## src/rtl/mdu_sched.sv

```systemverilog
// rtl/mdu_sched.sv - MDU issue/latency sequencer with D-stage interlock
// Define MDU_MACC_EN to make madd/maddu/msub/msubu (9-12) start-class ops.
module mdu_sched #(
   parameter int MULT_CYCLES = 5,
   parameter int DIV_CYCLES  = 10
) (
   input  logic       clk,
   input  logic       reset,
   input  logic [3:0] E_MDUop,
   input  logic       E_valid,
   input  logic [3:0] D_MDUop,
   output logic       start,
   output logic [3:0] start_op,
   output logic       busy,
   output logic       commit,
   output logic       stall_D,
   output logic [3:0] remaining
);

   localparam logic [3:0] LP_MULT_CNT = 4'(MULT_CYCLES);
   localparam logic [3:0] LP_DIV_CNT  = 4'(DIV_CYCLES);

   typedef enum logic {IDLE, RUN} state_t;

   state_t     r_state;
   state_t     w_state_nxt;
   logic [3:0] r_remaining;
   logic [3:0] w_remaining_nxt;
   logic       w_e_start_class;
   logic       w_e_is_div;
   logic       w_d_mdu;

   always_comb begin
      w_e_is_div = (E_MDUop == 4'd3) || (E_MDUop == 4'd4);
`ifdef MDU_MACC_EN
      w_e_start_class = (E_MDUop >= 4'd1) && (E_MDUop <= 4'd4) ||
                        (E_MDUop >= 4'd9) && (E_MDUop <= 4'd12);
      w_d_mdu         = (D_MDUop >= 4'd1) && (D_MDUop <= 4'd12);
`else
      w_e_start_class = (E_MDUop >= 4'd1) && (E_MDUop <= 4'd4);
      w_d_mdu         = (D_MDUop >= 4'd1) && (D_MDUop <= 4'd8);
`endif
   end

   always_ff @(posedge clk) begin
      if (reset) begin
         r_state     <= IDLE;
         r_remaining <= 4'd0;
      end else begin
         r_state     <= w_state_nxt;
         r_remaining <= w_remaining_nxt;
      end
   end

   always_comb begin
      w_state_nxt     = r_state;
      w_remaining_nxt = r_remaining;
      start           = 1'b0;
      start_op        = 4'd0;
      case (r_state)
         IDLE: begin
            if (E_valid && w_e_start_class) begin
               start           = 1'b1;
               start_op        = E_MDUop;
               w_state_nxt     = RUN;
               w_remaining_nxt = w_e_is_div ? LP_DIV_CNT : LP_MULT_CNT;
            end
         end
         RUN: begin
            // E-stage opcodes are ignored here; the D interlock keeps them out.
            if (r_remaining == 4'd1) begin
               w_state_nxt     = IDLE;
               w_remaining_nxt = 4'd0;
            end else begin
               w_remaining_nxt = r_remaining - 4'd1;
            end
         end
         default: begin
            w_state_nxt     = IDLE;
            w_remaining_nxt = 4'd0;
         end
      endcase
   end

   // A reset landing on the final count must not leak a commit into HI/LO.
   assign busy      = (r_state == RUN);
   assign commit    = (r_state == RUN) && (r_remaining == 4'd1) && !reset;
   assign stall_D   = w_d_mdu && (busy || start);
   assign remaining = r_remaining;

endmodule

```

## config.mk

```make
export PLATFORM = sky130hd
export DESIGN_NAME = mdu_sched
export DESIGN_NICKNAME = d
export VERILOG_FILES = /design/src/rtl/mdu_sched.sv
export SDC_FILE = /design/constraint.sdc
export NUM_CORES = 1
export LEC_CHECK = 0
export CORE_AREA = 2 2 39 41
export DETAILED_ROUTE_END_ITERATION = 12
export DIE_AREA = 0 0 41 43
export PLACE_DENSITY = 0.69
export RECOVER_POWER = 50
export SLEW_MARGIN = 0
export SYNTH_ARGS = -nofsm -noshare
export SYNTH_HDL_FRONTEND = slang
export SYNTH_SLANG_ARGS = --single-unit
```

## constraint.sdc

```tcl
create_clock -name clk -period 1.6 [get_ports clk]
set_input_delay 0.24 -clock clk [delete_from_list [all_inputs] [get_ports clk]]
set_output_delay 0.24 -clock clk [all_outputs]
set_load 0.05 [all_outputs]
```

==> flow_summary.ini <==
[run_status]
status = complete, no violations

[sta]
fin_crit_ns = 1.58
tightest_slew_ns = 0.595
setup_slack_ns = 0.0229
final_hold_viol_count = 0
slew_violations = 0
slew_headroom = 0.605
setup-violations-final = 0
whs_ns = 0.515
grt_setup_unrepaired = true
finClkSkew_ns = 0.00450
timing.fmax_ghz = 0.634
fin_crit_sh = 0.986

[cells_and_area]
stdcell_area_um2 = 907
final_util = 0.656
drive_above_1_share = 0.593
final_common_cell = buf_4
final_cell_mix = buf_4 (17), buf_12 (7), nor3_1 (5), clkdlybuf4s50_1 (5), nor2_1 (4)
area_growth_syn_to_layout_pct = 108
nNetsFinal = 105
fillers = 119
antenna_cells = 0

[yosys]
yosysTopAreaCell = dfxtp_1
synth-seq-cells = 5
synth_top_area_frac = 0.230
syn_area_um2 = 435
synth_area_leaders = dfxtp_1 (23%), ha_1 (5.7%), nor3_1 (5.7%)
postSynthCellCount = 51
syn_nets = 64
ys_seq_area_frac = 0.230
syn_area_per_cell_um2 = 8.54
synth_cell_types = 32
synth-warning-count = 0

[routing]
ant_nets = 0
drcViolationCount = 0
wirelength_um = 1270
dr_wl_met3_um = 76
routed.top_layer = met4
vias = 516
initialDrtViolationCount = 2
m1WireLength_um = 496
drt_pass1_iterations = 3
wl_per_cell_um = 11.9
wl_met2_um = 676
viasPerCell = 4.82

[flow_run]
maxCapViolCount = 0

[placement]
finalWeightedCongestion = 0.681
placed_cell_area_um2 = 842
io_buffer_count = 21
hpwlAfterDp_um = 943
place_ws_ns = -0.320

[power]
power_w = 0.000615
irDropWorstVdd_uv = 344
powerDensity_nw_per_um2 = 678
p_leak_nw = 0.380

[die]
die_w_um = 41
die_h_um = 43
io-pin-count = 23
rows = 14
core-area_um2 = 1380
initial_core_util = 0.315
dieArea_um2 = 1760

[setup_path]
critPathMaxFanout = 6
worstSetupEndpointType = output pin
worstPathArrival_ns = 1.34
crit_type = reg -> out
start_kind = register
cp.required_ns = 1.36

[clock_network]
clkTransAtPathRegs_ns = 0.05
clkLatencyLatePin_ns = 0.25
htreeDepth = 1
cts.sinks = 5
cts_tree = built
cts_buffer_depth = 2
clock-root-buffer = clkbuf_4
numCtsBuffers = 3

[global_route]
antenna_found_initial = 0
track_usage = 0.167
grt_pass1_vias = 510
grt_pass1_wl_um = 2030
grt_max_degree = 12
overflow = 0

[worst_hold_path]
min_path_type = reg -> reg
## sequential cells by signal, summed over array words and instances, names as in the netlist
| register | count |
|---|---|
| busy | 1 |
| remaining | 4 |
## critical path: stages, from the launching register on
cell and delay [ns]:
dfxtp_4 0.38, ha_4 0.14, nor3b_4 0.21, nand2_2 0.10
nor2_4 0.12, buf_12 0.14
## final cells by class
class | count | area [um^2] | share of cell area
flip-flops and latches | 5 | 109 | 0.120
multi-input cells | 41 | 363 | 0.400
well taps | 16 | 20.0 | 0.0221
repair buffers | 38 | 375 | 0.414
inverters | 3 | 13.8 | 0.0152
clock buffers | 4 | 26.3 | 0.0290
## stage by stage
step           setup TNS [ns]  cells
2_1_floorplan          -0.628     51
3_3_place_gp            -1.98     99
3_5_place_dp            -2.32     99
4_1_cts                     0    107
5_1_grt               -0.0386    107
6_report                    0    107
## synth_stat cells, drive strengths merged
cell     count
and2         3
inv          3
nand2b       3
o211ai       1
buf          2
nand3        1
o21ai        1
nor4         2
o21bai       1
dfxtp        5
a2111oi      1
nand2        1
a21oi        1
nor3b        2
o41ai        1
nor3         6
ha           2
and3b        1
nor2         7
o22ai        1
xor2         1
o21a         1
o31ai        1
mux2         1
conb         1
xnor2        1
## where the power goes
| group | total (W) | internal (W) | switching [W] |
|---|---|---|---|
| clock | 0.000152 | 0.0000947 | 0.0000573 |
| sequential | 0.000166 | 0.000140 | 0.0000258 |
| combinational | 0.000297 | 0.000142 | 0.000155 |
| total | 0.000615 | 0.000376 | 0.000238 |
## routing by layer
metal,GRT usage,vias to the layer above
li1,-,259
met1,0.156,237
met2,0.316,17
met3,0.0419,3
met4,0.0600,0
met5,0,-
## timing repair
item	in CTS	in global routing
endpoints found under the hold margin	0	0
hold buffers	0	0
buffers inserted	4	0
pin swaps	5	3
resized for setup	22	1
endpoints found under the setup margin	7	5
## path summary, 6_finish.rpt
path           startpoint      endpoint  slack [ns]  cells after the start
min reg2reg  remaining[0]  remaining[0]        0.51                      1
max reg2reg  remaining[1]  remaining[3]        0.30                      5
max          remaining[0]        commit        0.02                      5
min          remaining[0]  remaining[0]        0.51                      1
## logic make-up (layout without fill, tap and decap cells)
kind of cell	count (synthesis)	after routing	share of synthesized area
AOI/OAI and AO/OA	9	9	0.210
xor gates and xnor gates	2	2	0.0402
and+or+nand+nor	26	26	0.374
other	1	1	0.00861
muxes	1	1	0.0259
adders and majority gates	2	2	0.0575
buffers and inverters	5	45	0.0546
DFF	5	5	0.230
Power figures use the tool's default switching activity.
